`config.mk`:
```
export PLATFORM = sky130hd
export DESIGN_NAME = slc3_mem_arbiter
export DESIGN_NICKNAME = d
export VERILOG_FILES = /design/src/rtl/slc3_mem_arbiter.sv
export SDC_FILE = /design/constraint.sdc
export NUM_CORES = 1
export LEC_CHECK = 0
export ABC_CLOCK_PERIOD_IN_PS = 1850
export CORE_MARGIN = 3
export CORE_UTILIZATION = 40
export CTS_CLUSTER_DIAMETER = 100
export DETAILED_ROUTE_END_ITERATION = 10
export DONT_BUFFER_PORTS = 1
export GPL_TIMING_DRIVEN = 1
export PLACE_DENSITY = 0.67
export SYNTH_ARGS = -nofsm -noshare
export SYNTH_HDL_FRONTEND = slang
export SYNTH_SLANG_ARGS = --single-unit
```
`constraint.sdc`:
```
create_clock -name Clk -period 1.85 [get_ports Clk]
set_input_delay 0.2775 -clock Clk [delete_from_list [all_inputs] [get_ports Clk]]
set_output_delay 0.2775 -clock Clk [all_outputs]
set_load 0.01 [all_outputs]
```
`src/rtl/slc3_mem_arbiter.sv`:
```
// SLC-3 memory sequencer: arbitrates the CPU and loader ports onto one synchronous
// SRAM port, inserts the SRAM wait states and decodes the switch/hex I/O word.
module slc3_mem_arbiter #(
  parameter int          ADDR_W  = 10,
  parameter int          MEM_LAT = 2,
  parameter logic [15:0] IO_ADDR = 16'hFFFF
) (
  input  logic              Clk,
  input  logic              Reset,
  input  logic              cpu_req,
  input  logic              cpu_we,
  input  logic [15:0]       cpu_addr,
  input  logic [15:0]       cpu_wdata,
  output logic [15:0]       cpu_rdata,
  output logic              cpu_ready,
  input  logic              dbg_req,
  input  logic              dbg_we,
  input  logic [15:0]       dbg_addr,
  input  logic [15:0]       dbg_wdata,
  output logic [15:0]       dbg_rdata,
  output logic              dbg_ready,
  output logic              mem_ce,
  output logic              mem_we,
  output logic [ADDR_W-1:0] mem_addr,
  output logic [15:0]       mem_wdata,
  input  logic [15:0]       mem_rdata,
  input  logic [15:0]       SW,
  output logic [15:0]       hex_display,
  output logic              busy
);

  // state  | meaning
  // IDLE   | sample requests, grant, decode address
  // ACCESS | SRAM cycle in progress, MEM_LAT cycles long
  // DONE   | owner's ready pulse, back to IDLE next edge
  typedef enum logic [1:0] {IDLE, ACCESS, DONE} state_t;

  localparam int                CNT_W    = (MEM_LAT > 1) ? $clog2(MEM_LAT) : 1;
  localparam logic [CNT_W-1:0]  CNT_LOAD = CNT_W'(MEM_LAT - 1);
  localparam logic [16:0]       MEM_SIZE = 17'(1) << ADDR_W;

  state_t           state;
  logic             owner_dbg;
  logic             last_dbg;
  logic             we_q;
  logic [CNT_W-1:0] cnt;

  logic             grant_dbg;
  logic             sel_we;
  logic [15:0]      sel_addr;
  logic [15:0]      sel_wdata;
  logic             sel_io;
  logic             sel_mem;

  // On a tie the port that did not win last time is granted.
  always_comb begin
    grant_dbg = dbg_req;
    if (cpu_req && dbg_req) grant_dbg = ~last_dbg;
    sel_we    = grant_dbg ? dbg_we    : cpu_we;
    sel_addr  = grant_dbg ? dbg_addr  : cpu_addr;
    sel_wdata = grant_dbg ? dbg_wdata : cpu_wdata;
    sel_io    = (sel_addr == IO_ADDR);
    sel_mem   = ({1'b0, sel_addr} < MEM_SIZE);
  end

  assign busy = (state != IDLE);

  always_ff @(posedge Clk) begin
    if (Reset) begin
      state       <= IDLE;
      owner_dbg   <= 1'b0;
      last_dbg    <= 1'b0;
      we_q        <= 1'b0;
      cnt         <= '0;
      cpu_ready   <= 1'b0;
      dbg_ready   <= 1'b0;
      cpu_rdata   <= '0;
      dbg_rdata   <= '0;
      mem_ce      <= 1'b0;
      mem_we      <= 1'b0;
      mem_addr    <= '0;
      mem_wdata   <= '0;
      hex_display <= '0;
    end else begin
      cpu_ready <= 1'b0;
      dbg_ready <= 1'b0;
      case (state)
        IDLE: begin
          if (cpu_req || dbg_req) begin
            owner_dbg <= grant_dbg;
            last_dbg  <= grant_dbg;
            we_q      <= sel_we;
            if (sel_io) begin
              if (sel_we)         hex_display <= sel_wdata;
              else if (grant_dbg) dbg_rdata   <= SW;
              else                cpu_rdata   <= SW;
              cpu_ready <= ~grant_dbg;
              dbg_ready <= grant_dbg;
              state     <= DONE;
            end else if (sel_mem) begin
              mem_ce    <= 1'b1;
              mem_we    <= sel_we;
              mem_addr  <= sel_addr[ADDR_W-1:0];
              mem_wdata <= sel_wdata;
              cnt       <= CNT_LOAD;
              state     <= ACCESS;
            end else begin
              // Unmapped address: reads return zero, writes vanish.
              if (!sel_we) begin
                if (grant_dbg) dbg_rdata <= '0;
                else           cpu_rdata <= '0;
              end
              cpu_ready <= ~grant_dbg;
              dbg_ready <= grant_dbg;
              state     <= DONE;
            end
          end
        end
        ACCESS: begin
          if (cnt == '0) begin
            mem_ce <= 1'b0;
            mem_we <= 1'b0;
            if (!we_q) begin
              if (owner_dbg) dbg_rdata <= mem_rdata;
              else           cpu_rdata <= mem_rdata;
            end
            cpu_ready <= ~owner_dbg;
            dbg_ready <= owner_dbg;
            state     <= DONE;
          end else begin
            cnt <= cnt - 1'b1;
          end
        end
        DONE:    state <= IDLE;
        default: state <= IDLE;
      endcase
    end
  end

endmodule
```
# == Yosys cells after proc, flatten, opt, wreduce, memory -nomap -nowiden ==
# Index checks and enable logic that the tools add are counted.
# word_totals
ff_bits,83
latch_bits,0
ramBits,0
mem_bits_ro,0
in_bits,102
out_inout_bits,79
word_cells,99
mem_count,0
# op_classes
addsub,1
multipliers,0
div,0
order_cmp,1
eq_ne,16
shift,0
mux,52
n_bitwise,3
n_reduce_logical,13
# op_table
op,n
$mux 16,22
$pmux 16 s2,2
$ne 3x3->1 const B,7
$reduce_and 10->1,2
$mux 1,18
$eq 16x16->1 const B,1
$lt 16x11->1 const B,1
$ne 2x2->1 const B,7
$reduce_and 4->1,3
$pmux 1 s2,5
$mux 2,4
$reduce_and 5->1,1
$pmux 2 s2,1
$reduce_and 2->1,2
$reduce_bool 2->1,2
$not 1->1,3
$eq 2x1->1 const B,1
$logic_not 2->1,1
$logic_and 1x1->1,1
$logic_or 1x1->1,1
$sub 1x1->1 const B,1

# == Longest topological paths before layout ==
# Gate-level depths: netlist of the first run.
# depth
depth_word,8
ltp_mapped,8
ltp_nobuf,5

# == Worst setup path after synthesis of the first run ==
# OpenSTA, ideal clock, no wires.
# synth_timing
path_kind,flip-flop to flip-flop
startpoint,register last_dbg
endpoint,register cpu_rdata[10]
setup_time_ns,0.086
t_arrival_ns,1.641
required_time_ns,1.764
slack_ns,0.124
path_stages_with_launch,9
n_path_buf,3
period_less_slack_ns,1.726
path_cell_list,dfxtp_1 buf_4 a21boi_4 or3_1 buf_2 buf_6 o31ai_1 a31oi_1 a211oi_1
# synth_via
elab_chain_len,7
word_cells_on_any_way,16
classes_between,order compare: 1; eq/ne: 7; mux: 6; bitwise: 1; reduce/logical: 1
# synth_lines
element,line,text
"start, declared",44,logic last_dbg;
"start signal, assigned",91,last_dbg <= grant_dbg;
branches (longest 7 deep; another with $lt 16x11->1),n/a,
"end signal, assigned",125,else cpu_rdata <= mem_rdata;
"end, declared",14,"output logic [15:0] cpu_rdata,"
# Several ways; the timed one is not identified. The select of a mux whose other input is x is not followed.
# A chain may end at the register's enable or synchronous reset.

# == Final worst setup path of the first run ==
# layout_timing
startpoint,register last_dbg
endpoint,register cpu_rdata[3]
# The elaborated chain is that of the path after synthesis.

==> impl_metrics.env, run 1 <==
export IMPL_run_status="finished clean"
export IMPL_critical_path_end_type="flop"
export IMPL_nFillCells=900
export IMPL_cts_clk_slew_worst_paths_ps=90
export IMPL_period_share=0.957
export IMPL_detail_route_wl_per_cell_um=19.2
export IMPL_finalWirelength_mm=11.0
export IMPL_worst_setup_path_start_kind="flop"
export IMPL_tritoncts_clock_tree="built"
export IMPL_route_vias_total=3445
export IMPL_ctsRootBufferMaster="sky130_fd_sc_hd__clkbuf_8"
export IMPL_syn_mean_instance_area_um2=8.46
export IMPL_synth_warning_count=0
export IMPL_setup_repair_after_global_routing_missed_its_margin="true"
export IMPL_grt_first_pass_wirelength_mm=17.5
export IMPL_fin_nets=543
export IMPL_pre_cts_slack_ps=-83.9
export IMPL_ys_types=39
export IMPL_groute_usage_overall=0.196
export IMPL_rows=35
export IMPL_slew_limit_headroom=0.674
export IMPL_setup_tns_ps=0
export IMPL_crit_buf_inv=1
export IMPL_arrival_ps=2030
export IMPL_syn_cell_area_um2=3830
export IMPL_synth_simple_gate_area_share=0.171
export IMPL_critPathKind="reg -> reg"
export IMPL_grt_start_max_net_pins=73
export IMPL_p_per_area_nw_per_um2=831
export IMPL_finalWorstSetupSlack_ps=78.9
export IMPL_netlist_instances=453
export IMPL_drive_gt1_frac=0.135
export IMPL_synth_mux_area_frac=0.0447
export IMPL_drv_slew=0
export IMPL_worst_slew_pin_transition_ps=487
export IMPL_reg2reg_setup_slack_ps=80
export IMPL_timing_hold_ws_ps=25.4
export IMPL_ys_seq_area_frac=0.433
export IMPL_crit_path_cell_trace="a21boi_4 > or3_1 > buf_6 > o31ai_1 > a31oi_1 > a211oi_1"
export IMPL_start_util=0.413
export IMPL_adder_cell_share_of_the_synthesized_area=0
export IMPL_worst_ir_drop_on_vdd_mv=0.380
export IMPL_ys_ff_latch=83
export IMPL_dpl_hpwl_mm=7.80
export IMPL_worst_skew_pair_late_latency_ps=340
export IMPL_dpl_instance_area_um2=3980
export IMPL_fmax_mhz=565
export IMPL_drt_vias_per_instance=6.00
export IMPL_number_of_ports_placed_on_the_die_boundary=181
export IMPL_worstHoldPathType="in -> reg"
export IMPL_n_antenna_cell=0
export IMPL_antenna_violating_nets_post_route=0
export IMPL_drt_pass1_iter_count=5
export IMPL_critPathMaxStageDelay_ps=420
export IMPL_htreeDepth=3
export IMPL_number_of_global_route_vias_before_repair=3307
export IMPL_critPathSlowestCell="sky130_fd_sc_hd__or3_1"
export IMPL_first_iter_violations=194
export IMPL_timing_critical_path_fanout_max=16
export IMPL_synth_xor_xnor_area_share=0
export IMPL_cts_buffers_inserted=9
export IMPL_syn_to_final_growth_pct=10.9
export IMPL_post_route_utilization=0.458
export IMPL_clockBufferDepth=2
export IMPL_finalCriticalPeriod_ps=1770
export IMPL_clock_sinks=83
export IMPL_cpLargestDelayFamily="compound AO/OA/AOI/OAI gates"
export IMPL_overflow_left_after_global_routing=0
export IMPL_synth_top_family_by_area="compound AO/OA/AOI/OAI gates"
export IMPL_timing_final_setup_violations=0
export IMPL_report_final_hold_viol_count=0
export IMPL_maxCapViolCount=0
export IMPL_antenna_found_initial=0
export IMPL_synth_compound_area_share=0.293
export IMPL_timing_clock_skew_ps=12.5
export IMPL_area_enclosed_by_the_die_boundary_um2=10800
export IMPL_chipHeight_um=104
export IMPL_io_buffers=0
export IMPL_final_area_um2=4250
export IMPL_core_area_um2=9280
export IMPL_drcViolationCount=0
export IMPL_cp_required_ps=2110
export IMPL_die_width_um=104
export IMPL_power_leakage_nw=1.37
export IMPL_post_cts_setup_buffer_count=0
export IMPL_gp_congestion=0.781
export IMPL_postSynthNetCount=555
## cell families after synthesis
| family | count (synthesis) |
|---|---|
| AO/OA/AOI/OAI | 157 |
| AND/OR/NAND/NOR | 149 |
| flip-flops | 83 |
| buffers and inverters | 47 |
| multiplexers | 17 |
## through the flow
| stage | std cells | power, mW |
|---|---|---|
| global placement | 557 | 2.25 |
| detailed placement | 557 | 2.26 |
| finish | 574 | 3.53 |
| global route | 574 | 3.70 |
| CTS | 574 | 3.58 |
| floorplan | 453 | 2.21 |
## state kept, by name (all words and copies together) (netlist names), 2 cells and up
signal	flops
dbg_rdata	16
mem_addr	10
mem_wdata	16
state	2
hex_display	16
cpu_rdata	16
## synth_stat cells
| cell | number | area, µm² |
|---|---|---|
| sky130_fd_sc_hd__a21oi_1 | 36 | 180 |
| sky130_fd_sc_hd__inv_1 | 4 | 15.0 |
| sky130_fd_sc_hd__o21a_1 | 1 | 7.51 |
| sky130_fd_sc_hd__nand2b_1 | 3 | 18.8 |
| sky130_fd_sc_hd__a32o_1 | 1 | 10.0 |
| sky130_fd_sc_hd__buf_6 | 1 | 11.3 |
| sky130_fd_sc_hd__and4_1 | 2 | 17.5 |
| sky130_fd_sc_hd__clkbuf_1 | 17 | 63.8 |
| sky130_fd_sc_hd__a21boi_4 | 1 | 18.8 |
| sky130_fd_sc_hd__and2_1 | 2 | 12.5 |
| sky130_fd_sc_hd__buf_2 | 22 | 110 |
| sky130_fd_sc_hd__a21boi_1 | 1 | 7.51 |
| sky130_fd_sc_hd__buf_1 | 1 | 3.75 |
| sky130_fd_sc_hd__or3_1 | 1 | 6.26 |
| sky130_fd_sc_hd__a211oi_1 | 67 | 503 |
| sky130_fd_sc_hd__a31oi_1 | 16 | 100 |
| sky130_fd_sc_hd__o32ai_4 | 1 | 27.5 |
| sky130_fd_sc_hd__nor3_1 | 7 | 35.0 |
| sky130_fd_sc_hd__mux2_2 | 1 | 11.3 |
| sky130_fd_sc_hd__a311oi_1 | 11 | 96.3 |
| sky130_fd_sc_hd__buf_4 | 2 | 15.0 |
| sky130_fd_sc_hd__nand3b_1 | 1 | 7.51 |
| sky130_fd_sc_hd__o31ai_1 | 15 | 113 |
| sky130_fd_sc_hd__a32oi_1 | 1 | 8.76 |
| sky130_fd_sc_hd__nand2_1 | 57 | 214 |
| sky130_fd_sc_hd__dfxtp_1 | 83 | 1660 |
| sky130_fd_sc_hd__a22oi_1 | 1 | 7.51 |
| sky130_fd_sc_hd__nand4_1 | 11 | 68.8 |
| sky130_fd_sc_hd__nand3_1 | 3 | 15.0 |
| sky130_fd_sc_hd__o22ai_2 | 1 | 12.5 |
| sky130_fd_sc_hd__nor4_1 | 1 | 6.26 |
| sky130_fd_sc_hd__nor4_2 | 1 | 12.5 |
| sky130_fd_sc_hd__nor2_1 | 53 | 199 |
| sky130_fd_sc_hd__o21ai_0 | 2 | 10.0 |
| sky130_fd_sc_hd__nor2b_1 | 2 | 12.5 |
| sky130_fd_sc_hd__o211a_2 | 1 | 10.0 |
| sky130_fd_sc_hd__mux2i_1 | 16 | 160 |
| sky130_fd_sc_hd__or2_2 | 5 | 31.3 |
| sky130_fd_sc_hd__o31ai_2 | 1 | 12.5 |
## routing by layer
layer	wire (µm)	vias to the layer above	GRT usage	share of wire
met5	0	-	0	0
met4	125	0	0.0513	0.011
met3	1200	12	0.0695	0.11
met2	5220	186	0.320	0.47
met1	4470	1596	0.248	0.41
li1	-	1651	-	-
## path summary, 6_finish.rpt
path | start | end | cells after the start
worst min register to register | we_q | we_q | 2
worst max-delay path | last_dbg | cpu_rdata[3] | 6
worst min-delay path | Reset | cnt | 1
worst max register to register | last_dbg | cpu_rdata[3] | 6
## cell type report
type	count	area (µm²)	area share
inverter	4	15.0	0.00353
multi-input combinational	323	2010	0.472
sequential	83	1670	0.392
clock buffer	9	124	0.0291
timing repair buffer	20	214	0.0503
tap	129	161	0.0380
clock inverter	6	65.1	0.0153
## layout by cell type, fill, tap and decap left out, types with 5 or more instances in the layout
cell and n:
sky130_fd_sc_hd__o31ai_1 11, sky130_fd_sc_hd__a211oi_1 64, sky130_fd_sc_hd__nor2_1 53, sky130_fd_sc_hd__nand4_1 11, sky130_fd_sc_hd__nand2_1 57, sky130_fd_sc_hd__mux2i_1 16
sky130_fd_sc_hd__clkbuf_8 9, sky130_fd_sc_hd__or2_2 5, sky130_fd_sc_hd__a31oi_1 16, sky130_fd_sc_hd__a21oi_1 36, sky130_fd_sc_hd__buf_4 14, sky130_fd_sc_hd__o31ai_2 5
sky130_fd_sc_hd__dfxtp_1 80, sky130_fd_sc_hd__nor3_1 6, sky130_fd_sc_hd__a311oi_1 11
## power breakdown
group / switching [mW] / leakage [nW] / internal, mW
registers: 0.0736 / 0.675 / 1.85
logic: 0.203 / 0.601 / 0.136
clock network: 0.652 / 0.0955 / 0.619
## what timing repair did
action                                  CTS  global route
hold buffers                              2             0
hold endpoints to repair                 72             0
endpoints found under the setup margin    0            47
resized for setup                         0            13
No activity file was read; power rests on OpenSTA's default activity.
==> run 2: changes to the inputs <==
CTS_BUF_LIST = sky130_fd_sc_hd__clkbuf_2 sky130_fd_sc_hd__clkbuf_4 sky130_fd_sc_hd__clkbuf_8   (was not set)
CTS_CLUSTER_SIZE = 16   (was not set)
TNS_END_PERCENT = 30   (was not set)
==> run 2 against run 1 <==
Via count decreased by 0.23%; total power decreased by 0.12%; combinational power about the same; core utilization decreased by 0.20 points; sequential cell count unchanged; critical path type unchanged; sequential power about the same; first-iteration DRC count decreased by 1.0%; highest routed layer unchanged; non-clock buffer count unchanged.
==> impl_metrics.env, run 2 (synthesis results as in run 1) <==
export IMPL_run_status="finished clean"
export IMPL_worst_r2r_cell_count=6
export IMPL_holdPathStages=1
export IMPL_area_enclosed_by_the_die_boundary_um2=10800
export IMPL_final_area_um2=4230
export IMPL_drt_pass1_iter_count=5
export IMPL_worst_skew_pair_late_latency_ps=340
export IMPL_detail_route_wl_per_cell_um=19.2
export IMPL_groute_usage_overall=0.196
export IMPL_maxCapViolCount=0
export IMPL_die_width_um=104
export IMPL_timing_clock_skew_ps=10.9
export IMPL_post_cts_setup_buffer_count=0
export IMPL_start_util=0.413
export IMPL_grt_first_pass_wirelength_mm=17.5
export IMPL_finalWirelength_mm=11.0
export IMPL_cp_required_ps=2100
export IMPL_worst_slew_pin_transition_ps=475
export IMPL_timing_hold_ws_ps=26.3
export IMPL_finalWorstSetupSlack_ps=55.9
export IMPL_overflow_left_after_global_routing=0
export IMPL_ctsRootBufferMaster="sky130_fd_sc_hd__clkbuf_8"
export IMPL_timing_final_setup_violations=0
export IMPL_htreeDepth=3
export IMPL_io_buffers=0
export IMPL_nFillCells=905
export IMPL_arrival_ps=2050
export IMPL_grt_start_max_net_pins=73
export IMPL_antenna_violating_nets_post_route=0
export IMPL_dpl_hpwl_mm=7.80
export IMPL_number_of_ports_placed_on_the_die_boundary=181
export IMPL_fmax_mhz=557
export IMPL_drt_vias_per_instance=5.99
export IMPL_number_of_global_route_vias_before_repair=3307
export IMPL_drv_slew=0
export IMPL_worst_setup_path_start_kind="flop"
export IMPL_layout_commonest_cell="sky130_fd_sc_hd__dfxtp_1"
export IMPL_worstHoldPathType="in -> reg"
export IMPL_tritoncts_clock_tree="built"
export IMPL_route_vias_total=3437
export IMPL_finalCriticalPeriod_ps=1790
export IMPL_drcViolationCount=0
export IMPL_gp_congestion=0.781
export IMPL_worst_ir_drop_on_vdd_mv=0.380
export IMPL_period_share=0.970
export IMPL_cts_clk_slew_worst_paths_ps=90
export IMPL_p_per_area_nw_per_um2=833
export IMPL_chipHeight_um=104
export IMPL_mostFrequentLayoutCells="sky130_fd_sc_hd__dfxtp_1, sky130_fd_sc_hd__a211oi_1, sky130_fd_sc_hd__nand2_1, sky130_fd_sc_hd__nor2_1, sky130_fd_sc_hd__a21oi_1"
export IMPL_drive_gt1_frac=0.128
export IMPL_slew_limit_headroom=0.682
export IMPL_report_final_hold_viol_count=0
export IMPL_setup_tns_ps=0
export IMPL_cts_buffers_inserted=9
export IMPL_core_area_um2=9280
export IMPL_setup_repair_after_global_routing_missed_its_margin="true"
export IMPL_dpl_instance_area_um2=3980
export IMPL_critical_path_end_type="flop"
export IMPL_clockBufferDepth=2
export IMPL_power_mw=3.53
export IMPL_rows=35
export IMPL_power_leakage_nw=1.36
export IMPL_clock_sinks=83
export IMPL_antenna_found_initial=0
export IMPL_fin_nets=543
export IMPL_first_iter_violations=192
export IMPL_timing_critical_path_fanout_max=16
export IMPL_n_antenna_cell=0
export IMPL_syn_to_final_growth_pct=10.4
export IMPL_critPathKind="reg -> reg"
export IMPL_pre_cts_slack_ps=-83.9
-- run 2: changes by cell type in the layout (fill, tap and decap cells not counted) --
cell,previous run,this run
sky130_fd_sc_hd__buf_6,1,0
sky130_fd_sc_hd__o31ai_2,5,2
sky130_fd_sc_hd__buf_4,14,15
sky130_fd_sc_hd__o31ai_1,11,14
-- run 2: critical path, stage by stage, from the launching register on --
cell and delay [ps]:
sky130_fd_sc_hd__dfxtp_2 360, sky130_fd_sc_hd__a21boi_4 90, sky130_fd_sc_hd__or3_1 400, sky130_fd_sc_hd__buf_4 220, sky130_fd_sc_hd__o31ai_1 280, sky130_fd_sc_hd__a31oi_1 100
sky130_fd_sc_hd__a211oi_1 250
-- run 2: cell type report --
type                            instances  area, µm²  area share
Sequential cell                        83       1670       0.393
Inverter                                4       15.0     0.00355
Tap cell                              129        161      0.0381
Clock inverter                          6       65.1      0.0154
Timing Repair Buffer                   20        210      0.0497
Multi-Input combinational cell        323       1990       0.471
Clock buffer                            9        124      0.0293
-- run 2: repair_timing --
action | in CTS | in global routing
resized for setup | 0 | 9
hold buffers | 2 | 0
endpoints found under the hold margin | 72 | 0
endpoints found under the setup margin | 0 | 47
-- run 2: path summary, 6_finish.rpt --
| kind | end | slack (ps) | startpoint |
|---|---|---|---|
| max | dbg_rdata[4] | 60 | last_dbg |
| min | cnt | 30 | Reset |
| max reg2reg | dbg_rdata[4] | 60 | last_dbg |
| min reg2reg | we_q | 520 | we_q |
-- run 2: where the power goes --
| group | internal (mW) | switching [mW] |
|---|---|---|
| clock network | 0.619 | 0.648 |
| logic | 0.136 | 0.203 |
| registers | 1.85 | 0.0737 |
| total | 2.60 | 0.925 |
-- run 2: stage by stage --
stage	std cells	utilization
floorplan	453	-
global route	574	0.456
detailed placement	557	0.429
CTS	574	0.453
global placement	557	0.429
finish	574	0.456
-- run 2: layer usage --
metal  GRT usage  vias to the layer above  wire length, µm  share of wire
met5           0                        -                0              0
met4      0.0513                        0              131          0.012
met3      0.0695                       14             1220           0.11
met2       0.320                      187             5260           0.48
met1       0.248                     1586             4430           0.40
li1            -                     1650                -              -
